**src/rtl/vtg_video_if.sv**
```systemverilog
`default_nettype none
// ============================================================================
//  Module   : vtg_video_if
//  Brief    : Parallel video bus (syncs, data enable, RGB) between a timing
//             source (master) and a video sink (slave).
//  Revision : 1.0 - initial release
// ============================================================================
interface vtg_video_if #(
  parameter int CW = 8
) ();

  logic          vs;
  logic          hs;
  logic          den;
  logic [CW-1:0] r;
  logic [CW-1:0] g;
  logic [CW-1:0] b;

  modport master (output vs, hs, den, r, g, b);
  modport slave  (input  vs, hs, den, r, g, b);

endinterface
`default_nettype wire

```
**src/rtl/vtg_pattern_gen.sv**
```systemverilog
`default_nettype none
// ============================================================================
//  Module   : vtg_pattern_gen
//  Brief    : Parametrised video timing and test-pattern generator. Drives
//             vs/hs/den/RGB with runtime pattern select (solid, colour bars,
//             ramp, checker), a completed-frame counter and a frame-done pulse.
//  Options  : VTG_FRAME_STOP_EN - adds frame_limit input and stopped output;
//             generation halts once frame_cnt reaches a nonzero frame_limit.
//  Revision : 1.0 - initial release
// ============================================================================
module vtg_pattern_gen #(
  parameter int H_ACT  = 1024,
  parameter int H_FP   = 24,
  parameter int H_SW   = 136,
  parameter int H_BP   = 160,
  parameter int V_ACT  = 768,
  parameter int V_FP   = 3,
  parameter int V_SW   = 6,
  parameter int V_BP   = 29,
  parameter int HS_POL = 0,
  parameter int VS_POL = 0,
  parameter int CW     = 8,
  parameter int FCW    = 10
) (
  input  wire logic            clk,
  input  wire logic            rstb,
  input  wire logic            en,
  input  wire logic [1:0]      pat_sel,
  input  wire logic [3*CW-1:0] solid_rgb,
`ifdef VTG_FRAME_STOP_EN
  input  wire logic [FCW-1:0]  frame_limit,
  output logic                 stopped,
`endif
  vtg_video_if.master          vid,
  output logic [FCW-1:0]       frame_cnt,
  output logic                 frame_done
);

  // --------------------------------------------------------------------------
  // Derived timing constants. Counter widths hold HTOT/VTOT themselves so the
  // sync-end boundaries never overflow even with a zero back porch.
  // --------------------------------------------------------------------------
  localparam int c_HTOT = H_ACT + H_FP + H_SW + H_BP;
  localparam int c_VTOT = V_ACT + V_FP + V_SW + V_BP;
  localparam int c_HW   = $clog2(c_HTOT + 1);
  localparam int c_VW   = $clog2(c_VTOT + 1);

  // Pattern x coordinate is widened so ramp (CW bits) and checker (bit 4)
  // can always index it.
  localparam int c_XW0  = (c_HW > CW) ? c_HW : CW;
  localparam int c_XW   = (c_XW0 > 5) ? c_XW0 : 5;

  // Bar width; narrow rasters fall back to 1-pixel bars.
  localparam int c_BW   = ((H_ACT / 8) > 0) ? (H_ACT / 8) : 1;

  localparam logic [c_HW-1:0] c_H_ACT  = c_HW'(H_ACT);
  localparam logic [c_HW-1:0] c_HS_BEG = c_HW'(H_ACT + H_FP);
  localparam logic [c_HW-1:0] c_HS_END = c_HW'(H_ACT + H_FP + H_SW);
  localparam logic [c_HW-1:0] c_H_LAST = c_HW'(c_HTOT - 1);
  localparam logic [c_VW-1:0] c_V_ACT  = c_VW'(V_ACT);
  localparam logic [c_VW-1:0] c_VS_BEG = c_VW'(V_ACT + V_FP);
  localparam logic [c_VW-1:0] c_VS_END = c_VW'(V_ACT + V_FP + V_SW);
  localparam logic [c_VW-1:0] c_V_LAST = c_VW'(c_VTOT - 1);

  localparam logic c_HS_ON = (HS_POL != 0);
  localparam logic c_VS_ON = (VS_POL != 0);

  // --------------------------------------------------------------------------
  // Signals
  // --------------------------------------------------------------------------
  logic [c_HW-1:0] r_hcnt;
  logic [c_VW-1:0] r_vcnt;
  logic [1:0]      r_pat;
  logic [3*CW-1:0] r_solid;

  logic            w_run;
  logic            w_h_last;
  logic            w_v_last;
  logic            w_frame_end;
  logic            w_origin;
  logic [1:0]      w_pat;
  logic [3*CW-1:0] w_solid;
  logic            w_den;
  logic            w_hs_on;
  logic            w_vs_on;
  logic [c_XW-1:0] w_x;
  logic            w_y4;
  logic [2:0]      w_bar_idx;
  logic [2:0]      w_bar_mask;
  logic [CW-1:0]   w_r;
  logic [CW-1:0]   w_g;
  logic [CW-1:0]   w_b;
  logic [FCW-1:0]  w_fc_nxt;

  // --------------------------------------------------------------------------
  // Run qualification and counter decodes
  // --------------------------------------------------------------------------
`ifdef VTG_FRAME_STOP_EN
  assign w_run = en & ~stopped;
`else
  assign w_run = en;
`endif

  assign w_h_last    = (r_hcnt == c_H_LAST);
  assign w_v_last    = (r_vcnt == c_V_LAST);
  assign w_frame_end = w_h_last & w_v_last;
  assign w_origin    = (r_hcnt == '0) && (r_vcnt == '0);
  assign w_fc_nxt    = frame_cnt + FCW'(1);

  assign w_den   = (r_hcnt < c_H_ACT) && (r_vcnt < c_V_ACT);
  assign w_hs_on = (r_hcnt >= c_HS_BEG) && (r_hcnt < c_HS_END);
  assign w_vs_on = (r_vcnt >= c_VS_BEG) && (r_vcnt < c_VS_END);

  // The first pixel of a frame already uses the selection being latched on
  // that edge, so a new pattern starts cleanly at (0,0).
  assign w_pat   = w_origin ? pat_sel   : r_pat;
  assign w_solid = w_origin ? solid_rgb : r_solid;

  assign w_x = c_XW'(r_hcnt);

  generate
    if (c_VW > 4) begin : g_y4_bit
      assign w_y4 = r_vcnt[4];
    end else begin : g_y4_zero
      assign w_y4 = 1'b0;
    end
  endgenerate

  // --------------------------------------------------------------------------
  // Raster counters: held at the origin while not running
  // --------------------------------------------------------------------------
  always_ff @(posedge clk or negedge rstb) begin
    if (!rstb) begin
      r_hcnt <= '0;
      r_vcnt <= '0;
    end else if (!w_run) begin
      r_hcnt <= '0;
      r_vcnt <= '0;
    end else if (w_h_last) begin
      r_hcnt <= '0;
      r_vcnt <= w_v_last ? '0 : r_vcnt + c_VW'(1);
    end else begin
      r_hcnt <= r_hcnt + c_HW'(1);
    end
  end

  // Pattern selection is frame-synchronous: captured only at the origin
  always_ff @(posedge clk or negedge rstb) begin
    if (!rstb) begin
      r_pat   <= '0;
      r_solid <= '0;
    end else if (w_run && w_origin) begin
      r_pat   <= pat_sel;
      r_solid <= solid_rgb;
    end
  end

  // Frame bookkeeping: done pulse and completed-frame count on the last pixel
  always_ff @(posedge clk or negedge rstb) begin
    if (!rstb) begin
      frame_done <= 1'b0;
      frame_cnt  <= '0;
`ifdef VTG_FRAME_STOP_EN
      stopped    <= 1'b0;
`endif
    end else begin
      frame_done <= w_run & w_frame_end;
`ifdef VTG_FRAME_STOP_EN
      if (!en) begin
        stopped   <= 1'b0;
        frame_cnt <= '0;
      end else if (w_run && w_frame_end) begin
        frame_cnt <= w_fc_nxt;
        if ((frame_limit != '0) && (w_fc_nxt == frame_limit)) begin
          stopped <= 1'b1;
        end
      end
`else
      if (w_run && w_frame_end) begin
        frame_cnt <= w_fc_nxt;
      end
`endif
    end
  end

  // Colour-bar index: number of bar boundaries at or left of x, capped at 7
  // so the last bar absorbs any remainder.
  always_comb begin
    w_bar_idx = 3'd0;
    for (int k = 1; k < 8; k++) begin
      if (w_x >= c_XW'(k * c_BW)) begin
        w_bar_idx = w_bar_idx + 3'd1;
      end
    end
  end

  // Bar colour as {r,g,b} on/off: white, yellow, cyan, green, magenta, red,
  // blue, black
  always_comb begin
    w_bar_mask = 3'b000;
    case (w_bar_idx)
      3'd0:    w_bar_mask = 3'b111;
      3'd1:    w_bar_mask = 3'b110;
      3'd2:    w_bar_mask = 3'b011;
      3'd3:    w_bar_mask = 3'b010;
      3'd4:    w_bar_mask = 3'b101;
      3'd5:    w_bar_mask = 3'b100;
      3'd6:    w_bar_mask = 3'b001;
      default: w_bar_mask = 3'b000;
    endcase
  end

  // Pixel colour for the current raster position and selected pattern
  always_comb begin
    w_r = '0;
    w_g = '0;
    w_b = '0;
    case (w_pat)
      2'd0: begin
        w_r = w_solid[3*CW-1:2*CW];
        w_g = w_solid[2*CW-1:CW];
        w_b = w_solid[CW-1:0];
      end
      2'd1: begin
        w_r = {CW{w_bar_mask[2]}};
        w_g = {CW{w_bar_mask[1]}};
        w_b = {CW{w_bar_mask[0]}};
      end
      2'd2: begin
        w_r = w_x[CW-1:0];
        w_g = w_x[CW-1:0];
        w_b = w_x[CW-1:0];
      end
      default: begin
        w_r = {CW{w_x[4] ^ w_y4}};
        w_g = {CW{w_x[4] ^ w_y4}};
        w_b = {CW{w_x[4] ^ w_y4}};
      end
    endcase
  end

  // Registered video outputs: one clock behind the counters, idle when halted
  always_ff @(posedge clk or negedge rstb) begin
    if (!rstb) begin
      vid.den <= 1'b0;
      vid.hs  <= ~c_HS_ON;
      vid.vs  <= ~c_VS_ON;
      vid.r   <= '0;
      vid.g   <= '0;
      vid.b   <= '0;
    end else if (!w_run) begin
      vid.den <= 1'b0;
      vid.hs  <= ~c_HS_ON;
      vid.vs  <= ~c_VS_ON;
      vid.r   <= '0;
      vid.g   <= '0;
      vid.b   <= '0;
    end else begin
      vid.den <= w_den;
      vid.hs  <= w_hs_on ? c_HS_ON : ~c_HS_ON;
      vid.vs  <= w_vs_on ? c_VS_ON : ~c_VS_ON;
      vid.r   <= w_den ? w_r : '0;
      vid.g   <= w_den ? w_g : '0;
      vid.b   <= w_den ? w_b : '0;
    end
  end

endmodule
`default_nettype wire

```
**src/flat_wrapper.sv**
```systemverilog
// flat-port wrapper written by rule: the top's interface ports become plain ports
module vtg_pattern_gen_flat 
#(
  parameter int H_ACT  = 1024,
  parameter int H_FP   = 24,
  parameter int H_SW   = 136,
  parameter int H_BP   = 160,
  parameter int V_ACT  = 768,
  parameter int V_FP   = 3,
  parameter int V_SW   = 6,
  parameter int V_BP   = 29,
  parameter int HS_POL = 0,
  parameter int VS_POL = 0,
  parameter int CW     = 8,
  parameter int FCW    = 10
)
  (clk, rstb, en, pat_sel, solid_rgb, frame_cnt, frame_done, vid_vs, vid_hs, vid_den, vid_r, vid_g, vid_b);
  vtg_video_if #(.CW(CW)) vid_i ();
  input  wire logic clk;
  input  wire logic rstb;
  input  wire logic en;
  input  wire logic [1:0] pat_sel;
  input  wire logic [3*CW-1:0] solid_rgb;
  output logic [FCW-1:0] frame_cnt;
  output logic frame_done;
  output wire logic [$bits(vid_i.vs)-1:0] vid_vs;
  output wire logic [$bits(vid_i.hs)-1:0] vid_hs;
  output wire logic [$bits(vid_i.den)-1:0] vid_den;
  output wire logic [$bits(vid_i.r)-1:0] vid_r;
  output wire logic [$bits(vid_i.g)-1:0] vid_g;
  output wire logic [$bits(vid_i.b)-1:0] vid_b;
  assign vid_vs = vid_i.vs;
  assign vid_hs = vid_i.hs;
  assign vid_den = vid_i.den;
  assign vid_r = vid_i.r;
  assign vid_g = vid_i.g;
  assign vid_b = vid_i.b;
  vtg_pattern_gen #(.H_ACT(H_ACT), .H_FP(H_FP), .H_SW(H_SW), .H_BP(H_BP), .V_ACT(V_ACT), .V_FP(V_FP), .V_SW(V_SW), .V_BP(V_BP), .HS_POL(HS_POL), .VS_POL(VS_POL), .CW(CW), .FCW(FCW)) u_core (.clk(clk), .rstb(rstb), .en(en), .pat_sel(pat_sel), .solid_rgb(solid_rgb), .vid(vid_i), .frame_cnt(frame_cnt), .frame_done(frame_done));
endmodule
```
**config.mk**
```make
export PLATFORM = sky130hd
export DESIGN_NAME = vtg_pattern_gen_flat
export DESIGN_NICKNAME = d
export VERILOG_FILES = /design/src/rtl/vtg_video_if.sv /design/src/rtl/vtg_pattern_gen.sv /design/src/flat_wrapper.sv
export SDC_FILE = /design/constraint.sdc
export NUM_CORES = 1
export LEC_CHECK = 0
export ABC_CLOCK_PERIOD_IN_PS = 5200
export CORE_MARGIN = 4
export CORE_UTILIZATION = 56
export CTS_BUF_LIST = sky130_fd_sc_hd__clkbuf_4 sky130_fd_sc_hd__clkbuf_8
export CTS_CLUSTER_SIZE = 10
export DETAILED_ROUTE_END_ITERATION = 8
export HOLD_SLACK_MARGIN = 0.05
export PLACE_DENSITY = 0.86
export SYNTH_ARGS = -nofsm -noshare
export SYNTH_HDL_FRONTEND = slang
export SYNTH_SLANG_ARGS = --single-unit
export TNS_END_PERCENT = 50
```
**constraint.sdc**
```tcl
create_clock -name clk -period 5.2 [get_ports clk]
set_input_delay 1.3 -clock clk [delete_from_list [all_inputs] [get_ports clk]]
set_output_delay 1.3 -clock clk [all_outputs]
set_load 0.01 [all_outputs]
```
==> results.sh, run 1 <==
export IMPL_clock_root_buffer="clkbuf_8"
export IMPL_ios=67
export IMPL_grt_pass1_vias=3614
export IMPL_fp_row_count=32
export IMPL_p_seq_share_pct=47.8
export IMPL_critPathMostFrequentCell="ha_1"
export IMPL_gp_congestion=0.8228
export IMPL_crit_arrival_ns=4.67
export IMPL_drv_slew=0
export IMPL_critical_path_max_fanout=18
export IMPL_grt_ovfl_total=0
export IMPL_clk_insertion_delay_late_ns=0.36
export IMPL_vias=3682
export IMPL_insertedDiodeCount=0
export IMPL_start_util_pct=58.39
export IMPL_max_cap_violations=0
export IMPL_hold_path_class="flip-flop to flip-flop"
export IMPL_clkPwrFrac_pct=27.8
export IMPL_rsz0062_at_grt="no"
export IMPL_synth_fp_nets=484
export IMPL_combPwrFrac_pct=24.4
export IMPL_seq_area_frac_synth_pct=46.48
export IMPL_area_growth_pct=18.43
export IMPL_synth_common_cells="dfrtp_1 (83), a31oi_1 (55), and3_1 (33), nor2_1 (33), mux2_2 (27)"
export IMPL_dp_hpwl_mm=7.339
export IMPL_final_cells=597
export IMPL_synth_distinct_cells=57
export IMPL_period_minus_slack_ns=4.391
export IMPL_sw_frac_of_total_pct=30.00
export IMPL_tns_ns=0
export IMPL_synth_most_common_cell="dfrtp_1"
export IMPL_p_int_mw=1.189
export IMPL_fin_crit_sh_pct=84.44
export IMPL_drive_above_1_share_pct=13.54
export IMPL_fin_skew_ns=0.01045
export IMPL_port_buffers=66
export IMPL_rr_startpoint="u_core.r_hcnt[10]$_DFF_PN0_"
export IMPL_numCtsBuffers=9
export IMPL_htreeDepth=3
export IMPL_synth_cells=442
export IMPL_grt_max_degree=86
export IMPL_dp_cells=582
export IMPL_worst_slack_ns=0.8089
export IMPL_cts_num_sinks=85
export IMPL_antenna_left=0
export IMPL_synth_top_family_by_area="simple AND/OR/NAND/NOR gates"
export IMPL_synth_xor_area_share_pct=5.516
export IMPL_synth_top_area_share_pct=45.33
export IMPL_max_freq_ghz=0.2277
export IMPL_synth_area_um2=4582
export IMPL_path_cells="or2_1, nor3_4, ha_1, xnor2_1, ha_1, nand2_1, nand2_1, ha_1, o21ai_0, o211ai_1, ha_1, inv_1, o21ai_0, ha_1, a22oi_1, nor2_1, a21oi_1, nand3_1, a31oi_1"
export IMPL_cp_required_ns=5.48
export IMPL_viasPerCell=6.168
export IMPL_grt_usage_pct=22.43
export IMPL_dp_slack_ns=0.8286
export IMPL_ys_async_sr_fraction_pct=100.0
export IMPL_reg2reg_to="u_core.vid.r[1]$_DFF_PN0_"
export IMPL_ys_seq_elements=85
export IMPL_p_total_mw=1.699
export IMPL_r2r_cells=19
export IMPL_grt_pass1_wl_mm=17.60
export IMPL_max_slew_margin_pct=11.20
export IMPL_yosysTopAreaCell="dfrtp_1"
export IMPL_cts_tree="done"
export IMPL_endpoint_kind="flip-flop"
export IMPL_crit_start="u_core.r_hcnt[10]$_DFF_PN0_"
export IMPL_die_area_um2=9693
export IMPL_synth_adder_area_share_pct=3.768
export IMPL_synth_compound_area_share_pct=13.44
export IMPL_final_util_pct=69.15
export IMPL_postCtsHoldBufs=0
export IMPL_slowest_delay_ns=0.58
export IMPL_r2r_slack_ns=0.81
export IMPL_synthMuxAreaShare_pct=7.619
export IMPL_multi_input_area_um2=2262
export IMPL_crit_path_top_delay_cell="dfrtp_1"
export IMPL_synth_edff_count=0
export IMPL_setup_violations=0
export IMPL_p_switching_uw=509.9
export IMPL_drtIter0Drc=217
export IMPL_antenna_found_initial=0
export IMPL_register_area_um2=2130
export IMPL_cts_setup_buffers=0
export IMPL_crit_type="flip-flop to flip-flop"
export IMPL_hold_viol=0
export IMPL_outcome="completed"
export IMPL_clkTransAtPathRegs_ns=0.09
export IMPL_cp_start_kind="flip-flop"
export IMPL_vdd_ir_drop_max_uv=184.7
export IMPL_power_density_nw_per_um2=313.2
export IMPL_routed_wl_mm=10.67
export IMPL_die_h_um=98.46
export IMPL_nets=533
export IMPL_p_leak_nw=2.367
export IMPL_setup_worst_path_end="u_core.vid.r[1]$_DFF_PN0_"
export IMPL_wl_per_cell_um=17.87
export IMPL_ys_warn_count=0
export IMPL_drc_errors=0
export IMPL_synth_area_top_cells="dfrtp_1 (45%), a31oi_1 (7.5%), mux2_2 (6.6%), and3_1 (4.5%), ha_1 (3.5%)"
export IMPL_cts_resized=0
export IMPL_fillers=596
export IMPL_worstMarginPinSlew_ns=1.327
export IMPL_drt_pre_antenna_iters=5
export IMPL_synthSimpleGateAreaFrac_pct=19.03
export IMPL_core_um2=7848
export IMPL_ys_flop_type="dfrtp_1"
export IMPL_clockBufferDepth=2
export IMPL_avgSynthCellArea_um2=10.37
export IMPL_die_x_um=98.46
worst min path at each step:
| stage | startpoint | end | cells past startpoint |
|---|---|---|---|
| after floorplan | u_core.r_solid[10]$_DFFE_PN0P_ | u_core.r_solid[10]$_DFFE_PN0P_ | 1 |
| after global placement | u_core.frame_cnt[6]$_DFFE_PN0P_ | u_core.frame_cnt[6]$_DFFE_PN0P_ | 1 |
| after detailed placement | u_core.r_solid[10]$_DFFE_PN0P_ | u_core.r_solid[10]$_DFFE_PN0P_ | 1 |
| after CTS | u_core.frame_cnt[6]$_DFFE_PN0P_ | u_core.frame_cnt[6]$_DFFE_PN0P_ | 1 |
| after global routing | u_core.frame_cnt[6]$_DFFE_PN0P_ | u_core.frame_cnt[6]$_DFFE_PN0P_ | 1 |
| final | u_core.frame_cnt[6]$_DFFE_PN0P_ | u_core.frame_cnt[6]$_DFFE_PN0P_ | 1 |
routing by layer:
layer | track usage [%] | vias to the layer above | part of all wire [%]
met3 | 4.317 | 18 | 5.3
met5 | 0 | - | 0
li1 | - | 1701 | -
met2 | 37.44 | 129 | 51
met1 | 29.15 | 1834 | 42
met4 | 8.298 | 0 | 1.9
placed cells by master, fill, tap and decap left out, types with 11 or more instances in the layout:
master / Yosys / final
dfrtp_1: 83 / 83
ha_1: 13 / 13
mux2_2: 27 / 27
nand3_1: 11 / 11
xnor2_1: 18 / 18
and3_1: 33 / 33
a31oi_1: 55 / 55
nor2_1: 33 / 33
clkdlybuf4s50_1: 0 / 65
o21ai_0: 15 / 15
nand2_1: 21 / 21
worst max-delay path: cells and delay by family (launching register included):
| kind | cells | cell delay (ns) |
|---|---|---|
| DFF | 1 | 0.58 |
| and+or+nand+nor | 6 | 1.04 |
| AOI/OAI and AO/OA | 6 | 0.95 |
| xor gates and xnor gates | 1 | 0.18 |
| buffers and inverters | 1 | 0.04 |
| adders and majority gates | 5 | 1.55 |
cells by family after synthesis:
family                   count (synthesis)
buffers and inverters                   40
multiplexers                            31
adder cells (fa/ha/maj)                 14
AND/OR/NAND/NOR                        148
flip-flops                              85
AO/OA/AOI/OAI                           96
XOR/XNOR                                28
through the flow:
step | hold WS [ns] | instance area (µm²)
floorplan | 0.4705 | 4582
global placement | 0.4733 | 5230
detailed placement | 0.4844 | 5230
CTS | 0.4963 | 5426
global route | 0.5152 | 5426
finish | 0.5028 | 5426
power groups by stage:
stage | combinational (mW) | sequential, mW | clock (mW)
4_1_cts | 0.417 | 0.811 | 0.479
2_1_floorplan | 0.232 | 0.824 | 0
3_5_place_dp | 0.414 | 0.822 | 0
6_report | 0.415 | 0.813 | 0.472
3_3_place_gp | 0.403 | 0.819 | 0
5_1_grt | 0.450 | 0.824 | 0.510
cell type report:
type / instances / share of cell area, %
inverters: 10 / 0.6917
clock buffers: 9 / 2.283
well taps: 102 / 2.352
flip-flops and latches: 85 / 39.24
clock inverters: 6 / 1.337
multi-input cells: 317 / 41.69
repair buffers: 68 / 12.40
sequential cells by signal, summed over array words and instances, names as in the netlist:
name / cells
u_core.r_solid: 24
u_core.r_hcnt: 11
u_core.vid.vs: 1
u_core.vid.hs: 1
u_core.frame_cnt: 10
u_core.vid.r: 8
u_core.r_vcnt: 10
u_core.vid.g: 8
u_core.r_pat: 2
u_core.frame_done: 1
u_core.vid.den: 1
u_core.vid.b: 8
(Power assumes the default switching activity.)
==> inputs of run 2 (changes only) <==
ABC_CLOCK_PERIOD_IN_PS = 4150   (was 5200)
clock period = 4.15 ns   (was 5.2 ns; I/O delays follow)
==> run 2 against run 1 <==
Against the previous run: clock power up 25%; combinational power is 27% higher; setup slack lost 0.58 ns; via count decreased by 0.84%; wire length grew 2.7%; utilization increased by 1.5 points; critical endpoint is now u_core.vid.g[4]$_DFF_PN0_; largest power group unchanged.
==> results.sh, run 2 (same netlist as run 1, synthesis figures left out) <==
export IMPL_postCtsHoldBufs=0
export IMPL_die_area_um2=9693
export IMPL_critical_path_max_fanout=8
export IMPL_numCtsBuffers=9
export IMPL_p_total_mw=2.132
export IMPL_worst_hold_path_endpoint="u_core.frame_cnt[3]$_DFFE_PN0P_"
export IMPL_nets=542
export IMPL_dp_slack_ns=0.04187
export IMPL_crit_start="u_core.r_hcnt[10]$_DFF_PN0_"
export IMPL_period_minus_slack_ns=3.924
export IMPL_antenna_left=0
export IMPL_hold_path_class="flip-flop to flip-flop"
export IMPL_fillers=566
export IMPL_viasPerCell=6.025
export IMPL_die_x_um=98.46
export IMPL_p_int_mw=1.493
export IMPL_hold_viol=0
export IMPL_largest_reg_flops=24
export IMPL_r2r_slack_ns=0.23
export IMPL_clkPwrFrac_pct=27.6
export IMPL_crit_arrival_ns=4.20
export IMPL_cts_tree="done"
export IMPL_grt_pass1_vias=3684
export IMPL_layout_commonest_cell="dfrtp_1"
export IMPL_holdPathStages=1
export IMPL_critPathMostFrequentCell="ha_1"
export IMPL_htreeDepth=3
export IMPL_fin_skew_ns=0.008272
export IMPL_slowest_delay_ns=0.41
export IMPL_crit_type="flip-flop to flip-flop"
export IMPL_place_area_um2=5268
export IMPL_routed_wl_mm=10.96
export IMPL_worst_slack_ns=0.2259
export IMPL_crit_path_top_delay_cell="dfrtp_1"
export IMPL_dp_cells=587
export IMPL_ios=67
export IMPL_final_util_pct=70.66
export IMPL_drv_slew=0
export IMPL_fp_row_count=32
export IMPL_grt_ovfl_total=0
export IMPL_p_switching_uw=639.1
export IMPL_worstHoldStart="u_core.frame_cnt[3]$_DFFE_PN0P_"
export IMPL_worstMarginPinSlew_ns=1.293
export IMPL_final_cells=606
export IMPL_cp_required_ns=4.42
export IMPL_critical_path_top_delay_family="adder cells"
export IMPL_grt_usage_pct=23.22
export IMPL_hold_worst_slack_ns=0.4949
export IMPL_vias=3651
export IMPL_wl_per_cell_um=18.09
export IMPL_clock_root_buffer="clkbuf_8"
export IMPL_p_leak_nw=2.427
export IMPL_max_cap_violations=0
export IMPL_rr_startpoint="u_core.r_hcnt[10]$_DFF_PN0_"
export IMPL_drt_pre_antenna_iters=4
export IMPL_start_util_pct=58.39
export IMPL_tns_ns=0
export IMPL_combPwrFrac_pct=24.7
export IMPL_gp_congestion=0.8637
export IMPL_grt_max_degree=86
export IMPL_fin_crit_sh_pct=94.56
export IMPL_reg_largest_list="u_core.r_solid: 24 flops, u_core.r_hcnt: 11 flops"
export IMPL_post_route_cell_area_um2=5545
export IMPL_insertedDiodeCount=0
export IMPL_port_buffers=66
export IMPL_p_seq_share_pct=47.7
export IMPL_grt_pass1_wl_mm=18.17
export IMPL_cts_num_sinks=85
export IMPL_vdd_ir_drop_max_uv=277.3
export IMPL_dp_hpwl_mm=7.632
export IMPL_area_growth_pct=21.03
export IMPL_setup_violations=0
export IMPL_r2r_cells=19
export IMPL_crit_buf_inv=1
export IMPL_endpoint_kind="flip-flop"
export IMPL_max_slew_margin_pct=13.48
export IMPL_cp_start_kind="flip-flop"
export IMPL_sw_frac_of_total_pct=29.97
export IMPL_die_h_um=98.46
export IMPL_clockBufferDepth=2
export IMPL_outcome="completed"
export IMPL_drtIter0Drc=249
export IMPL_reg2reg_to="u_core.vid.g[4]$_DFF_PN0_"
export IMPL_antenna_found_initial=0
export IMPL_clk_insertion_delay_late_ns=0.36
export IMPL_path_cells="or2_4, nor3_4, ha_1, xnor2_1, ha_1, nand2_1, nand2_1, ha_1, o21ai_0, o211ai_1, ha_1, inv_1, o21ai_2, ha_1, o21ai_0, xnor2_1, xnor2_1, nand2_2, a31oi_2"
export IMPL_core_um2=7848
export IMPL_clkTransAtPathRegs_ns=0.08
export IMPL_final_cell_mix="dfrtp_1 (83), clkdlybuf4s50_1 (65), a31oi_1 (54)"
export IMPL_drc_errors=0
export IMPL_power_density_nw_per_um2=384.6
export IMPL_drive_above_1_share_pct=16.87
export IMPL_max_freq_ghz=0.2548
export IMPL_largest_register="u_core.r_solid"
==> run 2: timing repair <==
item,in CTS,in global routing
setup buffers,0,4
resized for setup,0,12
endpoints found under the hold margin,0,0
endpoints found under the setup margin,0,16
==> run 2: how the worst max path moves through the flow <==
| stage | to | slack, ns | cells after the start |
|---|---|---|---|
| global route | u_core.vid.g[2]$_DFF_PN0_ | -0.05 | 21 |
| floorplan | u_core.vid.r[0]$_DFF_PN0_ | 0.02 | 22 |
| global placement | u_core.vid.r[5]$_DFF_PN0_ | 0.29 | 21 |
| detailed placement | u_core.vid.r[1]$_DFF_PN0_ | 0.04 | 21 |
| CTS | u_core.vid.r[2]$_DFF_PN0_ | 0.02 | 21 |
| finish | u_core.vid.g[4]$_DFF_PN0_ | 0.23 | 19 |
==> run 2: power groups by stage <==
stage	registers [mW]	clock network, mW	logic (mW)
finish	1.02	0.588	0.526
global route	1.03	0.624	0.572
CTS	1.02	0.593	0.521
detailed placement	1.03	0	0.518
global placement	1.03	0	0.502
floorplan	1.03	0	0.291
==> run 2: layout make-up <==
| cell class | instances | area, µm² | area share, % |
|---|---|---|---|
| inverters | 10 | 37.54 | 0.6769 |
| clock inverters | 6 | 72.57 | 1.309 |
| well taps | 102 | 127.6 | 2.301 |
| multi-input cells | 317 | 2313 | 41.72 |
| repair buffers | 77 | 740.7 | 13.36 |
| clock buffers | 9 | 123.9 | 2.234 |
| flip-flops and latches | 85 | 2130 | 38.40 |
==> run 2: per-layer routing <==
metal	global-route usage (%)	share of wire, %	vias to the layer above
li1	-	-	1730
met1	29.85	40	1788
met2	39.73	51	119
met3	3.963	6.7	14
met4	8.193	1.7	0
met5	0	0	-
==> inputs of run 3 (changes only) <==
HOLD_SLACK_MARGIN = not set   (was 0.05)
==> results of run 3 <==
Final layout, timing and power as in run 2 (identical DEF).
